<file path="src/rtl/alu_mc.sv">
// Multi-cycle ALU: single-cycle logic/add/compare ops, bit-serial MUL and
// restoring DIV/REM, with a valid/ready request and result handshake.
module alu_mc #(
  parameter int unsigned DATA_WIDTH = 8,
  parameter bit          SIGNED_EN  = 1'b1
) (
  input  logic                  clk,
  input  logic                  rst,
  input  logic                  in_valid,
  output logic                  in_ready,
  input  logic [3:0]            op,
  input  logic                  is_signed,
  input  logic [DATA_WIDTH-1:0] rs_data,
  input  logic [DATA_WIDTH-1:0] rt_data,
  output logic                  out_valid,
  input  logic                  out_ready,
  output logic [DATA_WIDTH-1:0] result,
  output logic                  carry,
  output logic                  div_zero,
  output logic                  illegal_op
);

  localparam int unsigned W  = DATA_WIDTH;
  localparam int unsigned CW = $clog2(W);

  localparam logic [3:0] OP_ADD = 4'd0;
  localparam logic [3:0] OP_SUB = 4'd1;
  localparam logic [3:0] OP_MUL = 4'd2;
  localparam logic [3:0] OP_DIV = 4'd3;
  localparam logic [3:0] OP_REM = 4'd4;
  localparam logic [3:0] OP_CMP = 4'd5;
  localparam logic [3:0] OP_AND = 4'd6;
  localparam logic [3:0] OP_OR  = 4'd7;
  localparam logic [3:0] OP_XOR = 4'd8;

  typedef enum logic [1:0] {IDLE, BUSY, DONE} state_t;

  state_t          state_q, state_d;
  logic            rdy_q;
  logic            accept;
  logic            sgn;
  logic [3:0]      op_q;
  logic            q_neg_q, r_neg_q;
  logic [W-1:0]    acc_q, mcand_q, mplier_q;
  logic [W-1:0]    rem_q, quo_q, bmag_q;
  logic [CW-1:0]   cnt_q;
  logic            last;

  logic [W:0]      sum, dif;
  logic            lt, eq, gt;
  logic            a_neg, b_neg;
  logic [W-1:0]    a_mag, b_mag;
  logic [W-1:0]    imm_res;
  logic            imm_carry, imm_dz, imm_ill, multi;

  logic [W-1:0]    mul_nx;
  logic [W:0]      shifted;
  logic            ge;
  logic [W-1:0]    trial, rem_nx, quo_nx, q_fin, r_fin;

  // rdy_q keeps in_ready low until the first clock edge after reset release
  assign in_ready  = rdy_q && (state_q == IDLE);
  assign out_valid = (state_q == DONE);
  assign accept    = in_valid && in_ready;
  assign sgn       = SIGNED_EN && is_signed;
  assign last      = (cnt_q == CW'(W - 1));

  // Decode the request and compute all single-cycle results from live inputs
  always_comb begin
    sum       = {1'b0, rs_data} + {1'b0, rt_data};
    dif       = {1'b0, rs_data} - {1'b0, rt_data};
    lt        = sgn ? ($signed(rs_data) < $signed(rt_data)) : (rs_data < rt_data);
    eq        = (rs_data == rt_data);
    gt        = !lt && !eq;
    a_neg     = sgn && rs_data[W-1];
    b_neg     = sgn && rt_data[W-1];
    a_mag     = a_neg ? -rs_data : rs_data;
    b_mag     = b_neg ? -rt_data : rt_data;
    imm_res   = '0;
    imm_carry = 1'b0;
    imm_dz    = 1'b0;
    imm_ill   = 1'b0;
    multi     = 1'b0;
    case (op)
      OP_ADD: begin imm_res = sum[W-1:0]; imm_carry = sum[W]; end
      OP_SUB: begin imm_res = dif[W-1:0]; imm_carry = dif[W]; end
      OP_MUL: multi = 1'b1;
      OP_DIV: if (rt_data == '0) begin imm_res = '1; imm_dz = 1'b1; end
              else multi = 1'b1;
      OP_REM: if (rt_data == '0) begin imm_res = rs_data; imm_dz = 1'b1; end
              else multi = 1'b1;
      OP_CMP: imm_res = {{(W-3){1'b0}}, lt, eq, gt};
      OP_AND: imm_res = rs_data & rt_data;
      OP_OR:  imm_res = rs_data | rt_data;
      OP_XOR: imm_res = rs_data ^ rt_data;
      default: imm_ill = 1'b1;
    endcase
  end

  // One shift-add multiply step and one restoring-divide step per BUSY cycle
  always_comb begin
    mul_nx  = acc_q + (mplier_q[0] ? mcand_q : '0);
    shifted = {rem_q, quo_q[W-1]};
    ge      = (shifted >= {1'b0, bmag_q});
    trial   = shifted[W-1:0] - bmag_q;
    rem_nx  = ge ? trial : shifted[W-1:0];
    quo_nx  = {quo_q[W-2:0], ge};
    q_fin   = q_neg_q ? -quo_nx : quo_nx;
    r_fin   = r_neg_q ? -rem_nx : rem_nx;
  end

  // FSM state register
  always_ff @(posedge clk or posedge rst) begin
    if (rst) state_q <= IDLE;
    else     state_q <= state_d;
  end

  // FSM next-state
  always_comb begin
    state_d = state_q;
    case (state_q)
      IDLE: if (accept) state_d = multi ? BUSY : DONE;
      BUSY: if (last) state_d = DONE;
      DONE: if (out_ready) state_d = IDLE;
      default: state_d = IDLE;
    endcase
  end

  // Operand capture, iterative datapath and registered result/flags
  always_ff @(posedge clk or posedge rst) begin
    if (rst) begin
      rdy_q      <= 1'b0;
      op_q       <= '0;
      q_neg_q    <= 1'b0;
      r_neg_q    <= 1'b0;
      acc_q      <= '0;
      mcand_q    <= '0;
      mplier_q   <= '0;
      rem_q      <= '0;
      quo_q      <= '0;
      bmag_q     <= '0;
      cnt_q      <= '0;
      result     <= '0;
      carry      <= 1'b0;
      div_zero   <= 1'b0;
      illegal_op <= 1'b0;
    end else begin
      rdy_q <= 1'b1;
      if (accept) begin
        op_q       <= op;
        q_neg_q    <= a_neg ^ b_neg;
        r_neg_q    <= a_neg;
        acc_q      <= '0;
        mcand_q    <= rs_data;
        mplier_q   <= rt_data;
        rem_q      <= '0;
        quo_q      <= a_mag;
        bmag_q     <= b_mag;
        cnt_q      <= '0;
        result     <= imm_res;
        carry      <= imm_carry;
        div_zero   <= imm_dz;
        illegal_op <= imm_ill;
      end else if (state_q == BUSY) begin
        cnt_q    <= cnt_q + CW'(1);
        acc_q    <= mul_nx;
        mcand_q  <= mcand_q << 1;
        mplier_q <= mplier_q >> 1;
        rem_q    <= rem_nx;
        quo_q    <= quo_nx;
        if (last) begin
          if (op_q == OP_MUL)      result <= mul_nx;
          else if (op_q == OP_DIV) result <= q_fin;
          else                     result <= r_fin;
        end
      end
    end
  end

endmodule
</file>
<file path="config.mk">
export PLATFORM = sky130hd
export DESIGN_NAME = alu_mc
export DESIGN_NICKNAME = d
export VERILOG_FILES = /design/src/rtl/alu_mc.sv
export SDC_FILE = /design/constraint.sdc
export NUM_CORES = 1
export LEC_CHECK = 0
export BUFFER_PORTS_ARGS = -buffer_cell sky130_fd_sc_hd__buf_2
export CORE_ASPECT_RATIO = 0.9
export CORE_MARGIN = 3
export CORE_UTILIZATION = 45
export CTS_CLUSTER_SIZE = 25
export DETAILED_ROUTE_END_ITERATION = 16
export GPL_ROUTABILITY_DRIVEN = 0
export SLEW_MARGIN = 20
export SYNTH_ARGS = -nofsm -noshare
export SYNTH_HDL_FRONTEND = slang
export SYNTH_SLANG_ARGS = --single-unit
</file>
<file path="constraint.sdc">
create_clock -name clk -period 8.2 [get_ports clk]
set_input_delay 0.82 -clock clk [delete_from_list [all_inputs] [get_ports clk]]
set_output_delay 0.82 -clock clk [all_outputs]
set_load 0.02 [all_outputs]
</file>
# After elaboration in Yosys (flattened, before gate mapping)
# Index checks and enable logic that the tools add are counted.
[word_totals]
mem_bits_rw = 0
latch_bits = 0
input_bits = 25
output_inout_bits = 13
mem_count = 0
rom_bits = 0
elab_cells = 103
reg_bits = 71
[op_classes]
n_mul = 0
n_lt_le_gt_ge = 3
n_reduce_logical = 16
bitwise_logic = 4
n_addsub = 9
eq_ne = 17
div_mod_pow = 0
mux = 38
shifts = 0
[op_table]
columns = ["cell", "count"]
rows = [
  ["8-bit two-way mux", 23],
  ["8-bit case mux with 8 select lines", 1],
  ["8-bit negation", 4],
  ["4-bit by 2-bit equality test with 1-bit output, second input constant", 4],
  ["4-bit by 3-bit equality test with 1-bit output, second input constant", 4],
  ["8-bit < comparator", 2],
  ["8-bit by 8-bit adder with 9-bit output", 1],
  ["9-bit by 8-bit >= comparator with 1-bit output", 1],
  ["9-bit OR reduction", 1],
  ["8-bit by 8-bit subtractor with 9-bit output", 1],
  ["8-bit adder", 1],
  ["8-bit bitwise AND", 1],
  ["8-bit equality test", 1],
  ["8-bit zero test", 1],
  ["2-bit two-way mux", 4],
  ["8-bit OR", 1],
  ["8-bit subtractor", 1],
  ["8-bit XOR", 1],
  ["3-bit two-way mux", 2],
  ["2-bit case mux with 3 select lines", 1],
  ["1-bit logical AND", 5],
  ["1-bit two-way mux", 5],
  ["4-bit by 1-bit equality test with 1-bit output, second input constant", 1],
  ["4-bit equality test, second input constant", 1],
  ["other kinds (15)", 19],
]

# Logic depth before layout (Yosys ltp)
[depth]
ltp_word = 9
ltp_mapped = 15
depth_no_buf = 14

# Worst setup path before layout
# OpenSTA, ideal clock, no wires.
[synth_path]
kind = "register to register"
from = "register rem_q[3]"
to = "register result[4]"
arrival_ps = 2936
path_slack_ps = 5130
synth_period_minus_slack_ps = 3070
setup_ps = 134
stages_incl_launch_ff = 14
n_path_buf = 0
required_time_ps = 8066
cell_sequence = "dfrtp_1 > ha_1 > a21o_1 > a221oi_4 > o21ai_4 > inv_4 > mux2i_1 > ha_1 > inv_1 > or2_2 > o311ai_2 > xnor2_1 > o211ai_1 > a31oi_1"
[synth_via]
elab_chain_cells = 9
elab_cells_between_ends = 12
classes_between = "3 x add/sub; 1 x order compare; 8 x mux"
[synth_rtl]
columns = ["element", "line", "rtl"]
rows = [
  ["from (decl)", "45", "logic [W-1:0] rem_q, quo_q, bmag_q;"],
  ["from (signal assigned)", "169", "rem_q <= rem_nx;"],
  ["8-bit subtractor / 9-bit by 8-bit >= comparator with 1-bit output (equally long branches)", "105, 104", ""],
  ["8-bit two-way mux", "106", "rem_nx = ge ? trial : shifted[W-1:0];"],
  ["8-bit negation", "109", "r_fin = r_neg_q ? -rem_nx : rem_nx;"],
  ["8-bit two-way mux", "109", ""],
  ["8-bit two-way mux *", "173", "else if (op_q == OP_DIV) result <= q_fin;"],
  ["8-bit two-way mux *", "172", "if (op_q == OP_MUL) result <= mul_nx;"],
  ["8-bit two-way mux *", "171", "if (last) begin"],
  ["8-bit two-way mux *", "164", "end else if (state_q == BUSY) begin"],
  ["8-bit two-way mux *", "149", "if (accept) begin"],
  ["to (signal assigned)", "172", ""],
  ["to (signal assigned)", "173", ""],
  ["to (signal assigned)", "174", "else result <= r_fin;"],
  ["to (decl)", "17", "output logic [DATA_WIDTH-1:0] result,"],
]
# Every way passes the cells marked *; elsewhere a longest branch is shown, timed or not. The select of a mux whose other input is x is not followed.
# A chain may end at the register's enable or synchronous reset.

# Final worst setup path
[layout_path]
from = "register rem_q[4]"
to = "register result[4]"
[layout_via]
elab_chain_cells = 9
elab_cells_between_ends = 11
classes_between = "2 x add/sub; 1 x order compare; 8 x mux"
[layout_rtl]
columns = ["element", "line", "rtl"]
rows = [
  ["9-bit by 8-bit >= comparator with 1-bit output *", "104", "ge = (shifted >= {1'b0, bmag_q});"],
  ["8-bit two-way mux", "106", ""],
  ["8-bit negation", "109", ""],
  ["8-bit two-way mux", "109", ""],
  ["8-bit two-way mux *", "173", ""],
  ["8-bit two-way mux *", "172", ""],
  ["8-bit two-way mux *", "171", ""],
  ["8-bit two-way mux *", "164", ""],
  ["8-bit two-way mux *", "149", ""],
]
# Marked as above.

==> out/qor.txt <==
outcome = finished clean
initial antenna violation count = 0
Clock Sinks = 71
row count = 39
post-detail-place hpwl = 13800 µm
Post-synth ARST share = 1.00
clock buffer depth = 2
Mean Syn Cell Area = 8.30 µm²
Slew Viols, Final = 0
global-route usage over all layers = 0.259
worst min-delay path category = flip-flop to flip-flop
Mapped Nets = 790
gr ovfl total = 0
postcts setup bufs = 0
Sum Neg Setup Slack = 0 ns
maximum number of pins on one net before global-route repair = 72
layout filler cell count = 1241
clk slew on worst S/H paths = 0.06 ns
final-report hold violation count = 0
post-cts gate resize count = 0
R2R Path Start = rem_q[4]
sw power = 1.01 mW
wire length per cell = 20.3 µm
Hold Path Sink = div_zero
Residual DRC = 0
Slew HR = 0.359
Post-Synth XOR/XNOR Area = 0.0644
combinational fraction of design power = 0.536
min-delay src = div_zero
Critical Path RT = 8.46 ns
Synth Instances = 716
worst-path fanout max = 17
area of the core = 12800 µm²
die width = 127 µm
Worst Hold Path Cells = 2
multiplexer share of the synthesized area = 0.0221
post-layout worst setup margin = 4.61 ns
ys flop type = dfrtp_1
maximum clock rate = 0.279 GHz
Worst setup EP type = flip-flop
DRT iter0 DRCs = 528
IO Port Bufs = 37
hold-fix buffers at CTS = 0
Seq pwr share = 0.277
clock root cell = clkbuf_16
crit share post-route = 0.438
Total Wirelength = 18300 µm
#FFs+latches synth = 71
worst setup path category = flip-flop to flip-flop
post-synth top area share = 0.299
Num CTS Buffers = 9
total power = 2.17 mW
CP max stage cell = o21ai_4
vias in the first global route = 5443
Peak VDD IR = 0.145 mV
non-filler cells, final = 901
R2R depth = 13
drt pass-1 iters = 5
Clock power frac = 0.187
min cycle time layout = 3.59 ns
layout cells sized above 1 = 0.111
diode count = 0
Die Ht = 115 µm
Worst Path Arrival = 3.85 ns
io pins = 38
Reg2Reg Setup Slack = 4.61 ns
Top delay family on crit path = compound AO/OA/AOI/OAI gates
Final Skew = 0.0118 ns
DR vias = 5524
Static Leak = 2.94 nW
first-pass GRT wire length = 29600 µm
pre-CTS WS = 4.66 ns
Placed Cells = 885
crit path cell chain = ha_1 > and4b_4 > nand3_4 > o21ai_4 > inv_4 > mux2i_1 > ha_1 > inv_1 > or2_2 > o311ai_2 > xnor2_1 > o211ai_1 > a31oi_1
remaining antenna violation count = 0
Netlist cell types = 76
power per cell area = 333 nW/µm²
simple-gate share of the synthesized area = 0.213
leading post-synthesis cells by cell area = dfrtp_1, ha_1, nand2_1, o21ai_0, xnor2_1
TritonCTS clock tree = built
H-tree levels = 3
count of nets after finishing = 806
WP buf/inv = 2
Worst-Margin Slew = 0.953 ns
mapped cell area = 5940 µm²
Worst-Skew Late Latency = 0.35 ns
post-synth top area cell = dfrtp_1
startpoint types = flip-flop
Worst path most repeated cell = ha_1
Post-Synth Adder-Cell Area = 0.108
Util after Layout = 0.510
Sw Ratio = 0.463
sequential fraction of the synthesis area = 0.299
Vias/cell = 6.13
R2R Path End = result[4]
max-cap viol count = 0
RSZ-0062 raised after global routing = false
max incr delay on CP = 0.52 ns
Compound-Gate Fraction of Synth Area = 0.235
die footprint = 14600 µm²
most common cell after layout, fill and taps aside = nand2_1
largest family of logic cells by synthesized area = compound AO/OA/AOI/OAI gates
Final Setup Violations = 0
number of enable flip-flop cells after synthesis = 0
Area Growth Syn to Fin = 9.81%
commonest cells after routing, fill and taps aside = nand2_1, dfrtp_1, o21ai_0, nor2_1, ha_1
Starting Density = 0.465
YS warnings = 0
Internal Power = 1.17 mW
==> power groups by stage <==
stage | combinational, mW | clock, mW | sequential (mW)
after global routing | 1.29 | 0.433 | 0.622
after floorplan | 0.886 | 0 | 0.580
after CTS | 1.16 | 0.416 | 0.600
final | 1.17 | 0.406 | 0.603
after detailed placement | 1.15 | 0 | 0.605
after global placement | 1.13 | 0 | 0.601
==> area by class of cell <==
class                           instances  area [µm²]  area share
Multi-Input combinational cell        561        3830       0.587
Clock inverter                          7        78.8      0.0121
Inverter                               46         175      0.0269
Clock buffer                            9         225      0.0345
Timing Repair Buffer                   43         230      0.0353
Sequential cell                        71        1780       0.272
Tap cell                              164         205      0.0315
==> worst max-delay path by stage <==
stage / startpoint / depth (start not counted) / to / slack (ns)
floorplan: rem_q[3] / 13 / result[4] / 5.13
global placement: rem_q[4] / 13 / result[4] / 4.77
detailed placement: rem_q[4] / 13 / result[4] / 4.66
CTS: rem_q[4] / 13 / result[4] / 4.64
global route: rem_q[4] / 13 / result[4] / 4.33
finish: rem_q[4] / 13 / result[4] / 4.61
==> registers in the layout (all words and copies together), names as in the netlist <==
register / count
mcand_q: 8
div_zero: 1
rem_q: 8
mplier_q: 8
quo_q: 8
rdy_q: 1
acc_q: 8
bmag_q: 8
result: 8
r_neg_q: 1
op_q: 4
illegal_op: 1
q_neg_q: 1
cnt_q: 3
carry: 1
state_q: 2
==> tightest hold or removal path, cell delays in order, from the launching register on <==
cell and delay, ns:
dfrtp_1 0.34, nand2_1 0.06, nand2_1 0.05
==> routing by layer <==
layer	wire (µm)	global-route usage	vias up
met1	8230	0.351	2649
li1	-	-	2609
met5	0	0	-
met4	496	0.0793	0
met3	1420	0.0697	37
met2	8160	0.407	229
==> Yosys cell counts, types with 3 or more instances <==
cell,count
nand3_1,24
o21a_1,4
o21ai_1,3
nand2_1,99
a211oi_1,10
mux2i_1,12
a41oi_1,4
o31ai_1,5
buf_2,6
o211ai_1,5
or2_2,4
o2111ai_1,3
clkbuf_1,28
nor3b_1,6
inv_1,45
o221ai_1,4
o41ai_1,6
a31oi_1,15
fa_1,4
o21bai_1,3
nor3_1,12
or4_1,4
nor4_1,5
a21o_1,7
or3_1,6
dfrtp_1,71
nand2b_1,5
and2_1,10
nand3b_1,4
o21ai_0,50
a211o_1,3
ha_1,45
a221oi_1,5
o22ai_1,6
a21oi_1,29
nand4b_1,3
xnor2_1,23
a22oi_1,17
xor2_1,18
nor2b_1,11
nor2_1,48
==> stage by stage <==
step | hold slack (ns) | instance area, µm²
floorplan | 0.446 | 5940
global placement | 0.451 | 6220
detailed placement | 0.468 | 6220
CTS | 0.485 | 6520
global route | 0.505 | 6520
finish | 0.475 | 6520
==> kinds of logic (layout without fill, tap and decap cells) <==
logic type / after synthesis / count (layout)
buffers and inverters: 84 / 105
adder cells (fa/ha/maj): 49 / 49
multiplexers: 13 / 13
other: 1 / 1
flip-flops: 71 / 71
AO/OA/AOI/OAI: 200 / 200
XOR/XNOR: 42 / 42
AND/OR/NAND/NOR: 256 / 256
No activity file was read; power rests on OpenSTA's default activity.
